$ cat src/rtl/seteseg_pkg.sv
// Shared types and helpers for the 7-segment scan controller slice.
package seteseg_pkg;

  typedef enum logic [1:0] {
    GUARD  = 2'd0,
    SCAN   = 2'd1,
    COMMIT = 2'd2
  } state_t;

  // Anode-off level for the common-anode display (enables are active-low).
  localparam logic SEG_OFF = 1'b1;

  // Index/counter width that never collapses to zero bits.
  function automatic int clog2_min1(input int v);
    return (v <= 2) ? 1 : $clog2(v);
  endfunction

endpackage

$ cat src/rtl/seteseg_scan_ctrl_if.sv
// Write port plus display-side outputs of the scan controller.
interface seteseg_scan_ctrl_if
  import seteseg_pkg::*;
#(
  parameter int N_DIGITS = 4,
  parameter int DIGIT_W  = clog2_min1(N_DIGITS)
) ();

  // Handshake: a write is accepted on any rising clk edge where wr_valid and
  // wr_ready are both high; wr_digit/wr_value must be stable while wr_valid is
  // high, and wr_ready does not depend combinationally on wr_valid.
  logic                wr_valid;
  logic [DIGIT_W-1:0]  wr_digit;
  logic [3:0]          wr_value;
  logic                wr_ready;
  logic [N_DIGITS-1:0] blank_mask;
  logic [3:0]          nibble;
  logic [N_DIGITS-1:0] digit_en;
  logic                frame_tick;

  modport master (
    output wr_valid, wr_digit, wr_value, blank_mask,
    input  wr_ready, nibble, digit_en, frame_tick
  );

  modport slave (
    input  wr_valid, wr_digit, wr_value, blank_mask,
    output wr_ready, nibble, digit_en, frame_tick
  );

endinterface

$ cat src/rtl/seteseg_regfile.sv
// Shadow/active digit registers: writes land in shadow, commit copies to active.
module seteseg_regfile
  import seteseg_pkg::*;
#(
  parameter int N_DIGITS = 4,
  parameter int DIGIT_W  = clog2_min1(N_DIGITS)
) (
  input  logic                     clk,
  input  logic                     rst_n,
  input  logic                     wr_en,
  input  logic [DIGIT_W-1:0]       wr_digit,
  input  logic [3:0]               wr_value,
  input  logic                     commit,
  output logic [N_DIGITS-1:0][3:0] active
);

  logic [N_DIGITS-1:0][3:0] shadow;

  // Out-of-range indices match no slot, so those writes simply vanish.
  always_ff @(posedge clk or negedge rst_n) begin
    if (!rst_n) begin
      shadow <= '0;
      active <= '0;
    end else begin
      if (wr_en) begin
        for (int i = 0; i < N_DIGITS; i++) begin
          if (wr_digit == DIGIT_W'(i)) shadow[i] <= wr_value;
        end
      end
      if (commit) active <= shadow;
    end
  end

endmodule

$ cat src/rtl/seteseg_scan_ctrl.sv
// Time-multiplexed N-digit common-anode scan controller with per-frame commit.
module seteseg_scan_ctrl
  import seteseg_pkg::*;
#(
  parameter int N_DIGITS    = 4,
  parameter int REFRESH_DIV = 50000,
  parameter int BLANK_CYC   = 8,
  parameter int DIGIT_W     = clog2_min1(N_DIGITS)
) (
  input  logic                 clk,
  input  logic                 rst_n,
  seteseg_scan_ctrl_if.slave   bus,
  output state_t               dbg_state
);

  localparam int CNT_MAX = (REFRESH_DIV > BLANK_CYC) ? REFRESH_DIV : BLANK_CYC;
  localparam int CNT_W   = clog2_min1(CNT_MAX);
  localparam int IDX_W   = clog2_min1(N_DIGITS);

  localparam logic [CNT_W-1:0] BLANK_LAST = CNT_W'(BLANK_CYC - 1);
  localparam logic [CNT_W-1:0] SCAN_LAST  = CNT_W'(REFRESH_DIV - 1);
  localparam logic [IDX_W-1:0] IDX_LAST   = IDX_W'(N_DIGITS - 1);

  state_t                   state;
  logic [IDX_W-1:0]         idx;
  logic [CNT_W-1:0]         cnt;
  logic [3:0]               nibble_q;
  logic [N_DIGITS-1:0]      digit_en_q;
  logic                     wr_ready_q;
  logic                     frame_tick_q;
  logic [N_DIGITS-1:0][3:0] active;

  seteseg_regfile #(
    .N_DIGITS (N_DIGITS),
    .DIGIT_W  (DIGIT_W)
  ) u_regfile (
    .clk      (clk),
    .rst_n    (rst_n),
    .wr_en    (bus.wr_valid & wr_ready_q),
    .wr_digit (bus.wr_digit),
    .wr_value (bus.wr_value),
    .commit   (state == COMMIT),
    .active   (active)
  );

  // wr_ready and frame_tick are registered so they are valid for exactly the
  // COMMIT cycle; the commit itself happens at the edge that leaves COMMIT.
  always_ff @(posedge clk or negedge rst_n) begin
    if (!rst_n) begin
      state        <= GUARD;
      idx          <= '0;
      cnt          <= '0;
      nibble_q     <= '0;
      digit_en_q   <= {N_DIGITS{SEG_OFF}};
      wr_ready_q   <= 1'b1;
      frame_tick_q <= 1'b0;
    end else begin
      wr_ready_q   <= 1'b1;
      frame_tick_q <= 1'b0;
      case (state)
        GUARD: begin
          if (cnt == BLANK_LAST) begin
            cnt        <= '0;
            state      <= SCAN;
            nibble_q   <= active[idx];
            digit_en_q <= {N_DIGITS{SEG_OFF}};
            if (!bus.blank_mask[idx]) digit_en_q[idx] <= ~SEG_OFF;
          end else begin
            cnt <= cnt + CNT_W'(1);
          end
        end
        SCAN: begin
          if (cnt == SCAN_LAST) begin
            cnt        <= '0;
            digit_en_q <= {N_DIGITS{SEG_OFF}};
            if (idx == IDX_LAST) begin
              state        <= COMMIT;
              wr_ready_q   <= 1'b0;
              frame_tick_q <= 1'b1;
            end else begin
              idx   <= idx + IDX_W'(1);
              state <= GUARD;
            end
          end else begin
            cnt <= cnt + CNT_W'(1);
          end
        end
        COMMIT: begin
          idx   <= '0;
          cnt   <= '0;
          state <= GUARD;
        end
        default: begin
          idx        <= '0;
          cnt        <= '0;
          digit_en_q <= {N_DIGITS{SEG_OFF}};
          state      <= GUARD;
        end
      endcase
    end
  end

  assign bus.nibble     = nibble_q;
  assign bus.digit_en   = digit_en_q;
  assign bus.wr_ready   = wr_ready_q;
  assign bus.frame_tick = frame_tick_q;
  assign dbg_state      = state;

endmodule

$ cat src/flat_wrapper.sv
// flat-port wrapper written by rule: the top's interface ports become plain ports
module seteseg_scan_ctrl_flat import seteseg_pkg::*;
#(
  parameter int N_DIGITS    = 4,
  parameter int REFRESH_DIV = 50000,
  parameter int BLANK_CYC   = 8,
  parameter int DIGIT_W     = clog2_min1(N_DIGITS)
)
  (clk, rst_n, dbg_state, bus_wr_valid, bus_wr_digit, bus_wr_value, bus_blank_mask, bus_wr_ready, bus_nibble, bus_digit_en, bus_frame_tick);
  seteseg_scan_ctrl_if #(.N_DIGITS(N_DIGITS), .DIGIT_W(DIGIT_W)) bus_i ();
  input  logic clk;
  input  logic rst_n;
  output state_t dbg_state;
  input wire logic [$bits(bus_i.wr_valid)-1:0] bus_wr_valid;
  input wire logic [$bits(bus_i.wr_digit)-1:0] bus_wr_digit;
  input wire logic [$bits(bus_i.wr_value)-1:0] bus_wr_value;
  input wire logic [$bits(bus_i.blank_mask)-1:0] bus_blank_mask;
  output wire logic [$bits(bus_i.wr_ready)-1:0] bus_wr_ready;
  output wire logic [$bits(bus_i.nibble)-1:0] bus_nibble;
  output wire logic [$bits(bus_i.digit_en)-1:0] bus_digit_en;
  output wire logic [$bits(bus_i.frame_tick)-1:0] bus_frame_tick;
  assign bus_i.wr_valid = bus_wr_valid;
  assign bus_i.wr_digit = bus_wr_digit;
  assign bus_i.wr_value = bus_wr_value;
  assign bus_i.blank_mask = bus_blank_mask;
  assign bus_wr_ready = bus_i.wr_ready;
  assign bus_nibble = bus_i.nibble;
  assign bus_digit_en = bus_i.digit_en;
  assign bus_frame_tick = bus_i.frame_tick;
  seteseg_scan_ctrl #(.N_DIGITS(N_DIGITS), .REFRESH_DIV(REFRESH_DIV), .BLANK_CYC(BLANK_CYC), .DIGIT_W(DIGIT_W)) u_core (.clk(clk), .rst_n(rst_n), .bus(bus_i), .dbg_state(dbg_state));
endmodule
$ cat config.mk
export PLATFORM = sky130hd
export DESIGN_NAME = seteseg_scan_ctrl_flat
export DESIGN_NICKNAME = d
export VERILOG_FILES = /design/src/rtl/seteseg_pkg.sv /design/src/rtl/seteseg_scan_ctrl_if.sv /design/src/rtl/seteseg_regfile.sv /design/src/rtl/seteseg_scan_ctrl.sv /design/src/flat_wrapper.sv
export SDC_FILE = /design/constraint.sdc
export NUM_CORES = 1
export LEC_CHECK = 0
export ABC_AREA = 1
export BUFFER_PORTS_ARGS = -buffer_cell sky130_fd_sc_hd__buf_2
export CAP_MARGIN = 20
export CORE_MARGIN = 8
export CORE_UTILIZATION = 55
export DETAILED_ROUTE_END_ITERATION = 6
export PLACE_DENSITY = 0.85
export SLEW_MARGIN = 20
export SYNTH_ARGS = -nofsm -noshare
export SYNTH_HDL_FRONTEND = slang
export SYNTH_SLANG_ARGS = --single-unit
$ cat constraint.sdc
create_clock -name clk -period 1.8 [get_ports clk]
set_input_delay 0.54 -clock clk [delete_from_list [all_inputs] [get_ports clk]]
set_output_delay 0.54 -clock clk [all_outputs]
set_load 0.1 [all_outputs]
# [After elaboration in Yosys (flattened, before gate mapping)]
# Index checks and enable logic that the tools add are counted.
[totals] wordCells=71 output_inout_bits=12 reg_bits=62
[op_classes] n_bitwise=4 n_eq_ne=11 add_sub_neg=2 n_reduce_logical=11 mux=26 n_lt_le_gt_ge=2
[op_table] op="$mux 16" n=2
[op_table] op="$pmux 16 s2" n=1
[op_table] op="$add 16x1->16 const B" n=1
[op_table] op="$eq 16x16->1 const B" n=1
[op_table] op="$eq 16x3->1 const B" n=1
[op_table] op="$mux 4" n=4
[op_table] op="$pmux 4 s3" n=1
[op_table] op="$reduce_and 2->1" n=6
[op_table] op="$mux 2" n=5
[op_table] op="$bmux 4 s2" n=1
[op_table] op="$eq 2x2->1 const B" n=4
[op_table] op="$mux 1" n=8
[op_table] op="$pmux 2 s2" n=2
[op_table] op="$reduce_and 3->1" n=2
[op_table] op="$eq 2x1->1 const B" n=2
[op_table] op="$logic_not 2->1" n=2
[op_table] op="$ne 2x1->1 const B" n=2
[op_table] op="$not 4->4" n=1
[op_table] op="$lt 2x3->1 const B" n=1
[op_table] op="$add 2x1->2 const B" n=1
[op_table] op="$bmux 1 s2" n=1
[op_table] op="$demux 1 s2" n=1
[op_table] op="$ge 2x1->1 const B" n=1
[op_table] op="$ne 2x2->1 const B" n=1
[op_table] op="3 further kinds" n=4

# [Longest topological paths before layout]
[depth] word_depth=8 mapped_depth=10 ltp_nobuf=9

# [Cells and area by module]
# From an unflattened synthesis, not the netlist that was laid out.
[unflattened] hier_cells=364 hier_area_um2=2976.6
[modules_own_cells] module="seteseg_scan_ctrl" cells_each=222 instances=1 seq_area_each_um2=757.0 area_per_inst_um2=1672.9
[modules_own_cells] module="seteseg_regfile" cells_each=142 instances=1 seq_area_each_um2=800.8 area_per_inst_um2=1303.8

# [Worst setup path after synthesis]
# Ideal clock, no wire load.
[synth_timing] path_type="register to register" start="reg u_core.state[1] (netlist: u_core.dbg_state[1])" end="reg u_core.u_regfile.active[0] in the netlist's numbering" setup_slack_ns=-0.171 arrival_time_ns=1.844 synth_period_minus_slack_ns=1.971 n_path_buf=1 path_stages_with_launch=4 cell_sequence="dfrtp_1 > nand2_1 > buf_2 > mux2_1"
[synth_between] elab_chain_cells=1
[synth_lines] element="from (decl)" line_no="seteseg_scan_ctrl.sv:24" source="state_t state;"
[synth_lines] element="from (signal assigned)" line_no="seteseg_scan_ctrl.sv:50" source="state <= GUARD;"
[synth_lines] element="from (signal assigned)" line_no="seteseg_scan_ctrl.sv:64" source="state <= SCAN;"
[synth_lines] element="from (signal assigned)" line_no="seteseg_scan_ctrl.sv:77" source="state <= COMMIT;"
[synth_lines] element="$eq 2x2->1" line_no="seteseg_scan_ctrl.sv:42" source=".commit (state == COMMIT),"
[synth_lines] element="to (signal assigned)" line_no="seteseg_regfile.sv:30" source="if (commit) active <= shadow;"
[synth_lines] element="to (decl)" line_no="seteseg_regfile.sv:14" source="output logic [N_DIGITS-1:0][3:0] active"
# No other way between the ends.
# A chain may end at the register's enable or synchronous reset.

# [Final worst setup path]
[layout_timing] start="reg u_core.state[1] (netlist: u_core.dbg_state[1])" end="out dbg_state[1]"
[layout_lines] element="to (decl)" line_no="flat_wrapper.sv:13" source="output state_t dbg_state;"
# No word-level cell between the ends.

==> run_results.csv <==
group,metric,value,unit
yosys,yosys_warnings,0,
yosys,post_synth_mux_area_share,4.69,%
status,status,"completed",
critical_path,worst_path_max_delay_cell,"buf_2",
yosys,yosys.area.top_type,"dfrtp_1",
yosys,syn-num-nets,342,
timing,fin_crit_sh,95.3,%
power,leakagePower,1.69,nW
yosys,synth-simple-area-share,23.2,%
worst_hold_path,min_path_type,"in -> async",
critical_path,arrival,1.18,ns
timing,clock.fmax,0.583,GHz
yosys,synth_area_leaders,"dfrtp_1 50%, nand2_1 9.1%, o21ai_0 6.4%",
yosys,synth_top_flop_cell,"dfrtp_1",
critical_path,cp-end-kind,"primary output",
clocking,cts_sinks,62,
timing,tightest_slew,0.489,ns
yosys,synth_top_family_by_area,"simple AND/OR/NAND/NOR gates",
timing,drv_slew,0,
timing,setup_viol,0,
clocking,cts_max_level,3,
placement,port_buffers,24,
timing,hold_violations,0,
global_route,grt_max_degree,26,
detailed_routing,routed_wl,5850,um
yosys,yosysMostFrequentCell,"nand2_1",
floorplanning,die_y,88.4,um
timing,fin_crit,1.72,ns
yosys,async_reset_ff_share,100,%
critical_path,crit_family,"buffers and inverters",
floorplanning,rows,26,
clocking,clockBufferDepth,2,
yosys,ys_ff_latch,62,
global_route,antenna_found_initial,0,
flow_run,cap_violations,0,
clocking,cts_resized,0,
clocking,cts_root_buf,"clkbuf_8",
yosys,synth_cells,324,
clocking,post-cts-setup-buffer-count,0,
detailed_routing,vias_per_cell,5.28,
detailed_routing,num_vias,2295,
critical_path,crit_required,1.26,ns
critical_path,crit_buf_inv,1,
clocking,cts_tree,"yes",
yosys,ys_top_cells_by_count,"70 x nand2_1, 57 x dfrtp_1, 42 x nor2_1",
cells_and_area,fin_nets,378,
placement,routabilityCongestion,0.885,
clocking,ctsHoldBuffers,0,
critical_path,critPathLaunchType,"register",
timing,rsz0062_at_grt,"false",
detailed_routing,firstDrtPassIters,4,
timing,clock_skew,0.00771,ns
cells_and_area,diodes,0,
yosys,synth_edf_count,0,
global_route,track_usage,16.7,%
critical_path,critPathKind,"reg -> out",
global_route,globalRouteOverflowTotal,0,
floorplanning,die_w,88.4,um
detailed_routing,drtIter0Drc,134,
yosys,syn_area,2880,um^2
floorplanning,pin_count,25,
yosys,avgSynthCellArea,8.89,um^2
critical_path,cp_slowest_stage_delay,0.43,ns
yosys,seq_area_frac_synth,54.1,%
yosys,yosys.area_share.adder,2.17,%
clocking,clkLatencyLatePin,0.35,ns
floorplanning,dieArea,7810,um^2
placement,place_ws,0.279,ns
global_route,grt_pass1_wl,9940,um
timing,finalSetupTns,0,ns
detailed_routing,ant_nets,0,
placement,dp_hpwl,4300,um
timing,final.setup.worst_slack,0.0841,ns
yosys,synth_cell_types,26,
timing,slew_headroom,67.6,%
clocking,path_clk_slew,0.07,ns
critical_path,path_max_fanout,4,
clocking,cts_made_buffers,9,
critical_path,crit_chain,"buf_2",
power,p_per_area,845,nW/um^2
yosys,synth_top_area_share,49.5,%
cells_and_area,synthToLayoutAreaGrowth,17.9,%
detailed_routing,drc,0,
yosys,synth-compound-area-share,7.91,%
floorplanning,core_area,5070,um^2
power,vdd_drop_max,582,uV
detailed_routing,post_drt_wl_per_cell,13.5,um
floorplanning,start_util,56.8,%
yosys,synth-xor-area-share,2.43,%
global_route,grt_pass1_vias,2230,
cells_and_area,drive_gt1_share,19.2,%
## where the power goes
group | internal [mW] | switching, mW
combinational | 0.0495 | 0.0886
clock | 0.655 | 0.593
sequential | 1.45 | 0.0305
total | 2.16 | 0.712
## placed cells by master, fill, tap and decap left out
| cell type | Yosys | routed |
|---|---|---|
| nand2_1 | 70 | 70 |
| dfrtp_1 | 57 | 55 |
| nor2_1 | 42 | 42 |
| o21ai_0 | 37 | 37 |
| inv_1 | 32 | 32 |
| nand3_1 | 21 | 21 |
| buf_2 | 3 | 19 |
| clkbuf_8 | 0 | 9 |
| mux2_1 | 7 | 7 |
| nand4_1 | 6 | 6 |
| buf_12 | 0 | 6 |
| xor2_1 | 5 | 5 |
| mux2_2 | 5 | 5 |
| ha_1 | 5 | 5 |
| buf_4 | 0 | 5 |
| dfstp_2 | 5 | 5 |
| nor2_2 | 4 | 4 |
| o22ai_1 | 4 | 4 |
| inv_6 | 0 | 4 |
| nand2_2 | 3 | 3 |
| xnor2_1 | 3 | 3 |
| nor3_1 | 3 | 3 |
| inv_2 | 2 | 2 |
| nand2_4 | 2 | 2 |
| a21oi_1 | 2 | 2 |
| nand3b_1 | 2 | 2 |
| dfrtp_2 | 0 | 2 |
| nor3_2 | 1 | 1 |
| o21bai_1 | 1 | 1 |
| bufinv_16 | 0 | 1 |
| clkinv_2 | 0 | 1 |
| clkinvlp_4 | 0 | 1 |
## kinds of logic after synthesis
family	after synthesis
muxes	12
buffers and inverters	39
AOI/OAI and AO/OA	44
xor gates and xnor gates	8
adders and majority gates	5
DFF	62
and+or+nand+nor	154
## worst paths after layout
path | startpoint | slack (ns) | endpoint | cells past startpoint
setup / recovery | u_core.dbg_state[1]$_DFFE_PN0P_ | 0.08 | dbg_state[1] | 1
hold / removal | rst_n | 0.13 | u_core.cnt[0]$_DFF_PN0_ | 1
setup reg to reg | u_core.cnt[0]$_DFF_PN0_ | 0.26 | u_core.cnt[7]$_DFF_PN0_ | 8
hold reg to reg | u_core.cnt[0]$_DFF_PN0_ | 0.46 | u_core.cnt[0]$_DFF_PN0_ | 1
max in group asynchronous | rst_n | 1.07 | u_core.bus.digit_en[2]$_DFFE_PN1P_ | 2
min in group clk | bus_wr_value[0] | 0.41 | u_core.u_regfile.shadow[12]$_DFFE_PN0P_ | 3
## layer usage
metal,part of all wire [%],vias to the layer above,GRT usage (%)
met5,0,-,0
met1,44,1094,19.2
met4,1.7,0,8.60
met3,5.1,12,5.29
li1,-,1131,-
met2,49,58,27.2
## registers in the layout, indices dropped and copies added (netlist names)
name	cells
u_core.bus.digit_en	4
u_core.bus.frame_tick	1
u_core.u_regfile.shadow	16
u_core.idx	2
u_core.u_regfile.active	16
u_core.dbg_state	2
u_core.bus.nibble	4
u_core.bus.wr_ready	1
u_core.cnt	16
## per-stage QoR
stage | cells | instance area, um^2 | utilization [%] | power (mW) | hold slack (ns)
finish | 435 | 3390 | 66.9 | 2.87 | 0.135
global route | 435 | 3390 | 66.9 | 2.98 | 0.151
CTS | 435 | 3390 | 66.9 | 2.91 | 0.120
detailed placement | 419 | 3190 | 62.9 | 1.65 | 0.457
global placement | 419 | 3190 | 62.9 | 1.64 | 0.448
floorplan | 324 | 2880 | - | 1.56 | 0.244
## cell type report
cell class / count / area, um^2
Clock buffer: 9 / 124
Fill cell: 391 / 1680
Clock inverter: 7 / 77.6
Timing Repair Buffer: 30 / 253
Tap cell: 70 / 87.6
Multi-Input combinational cell: 223 / 1160
Sequential cell: 62 / 1560
Inverter: 34 / 128
No activity file was read; power rests on OpenSTA's default activity.
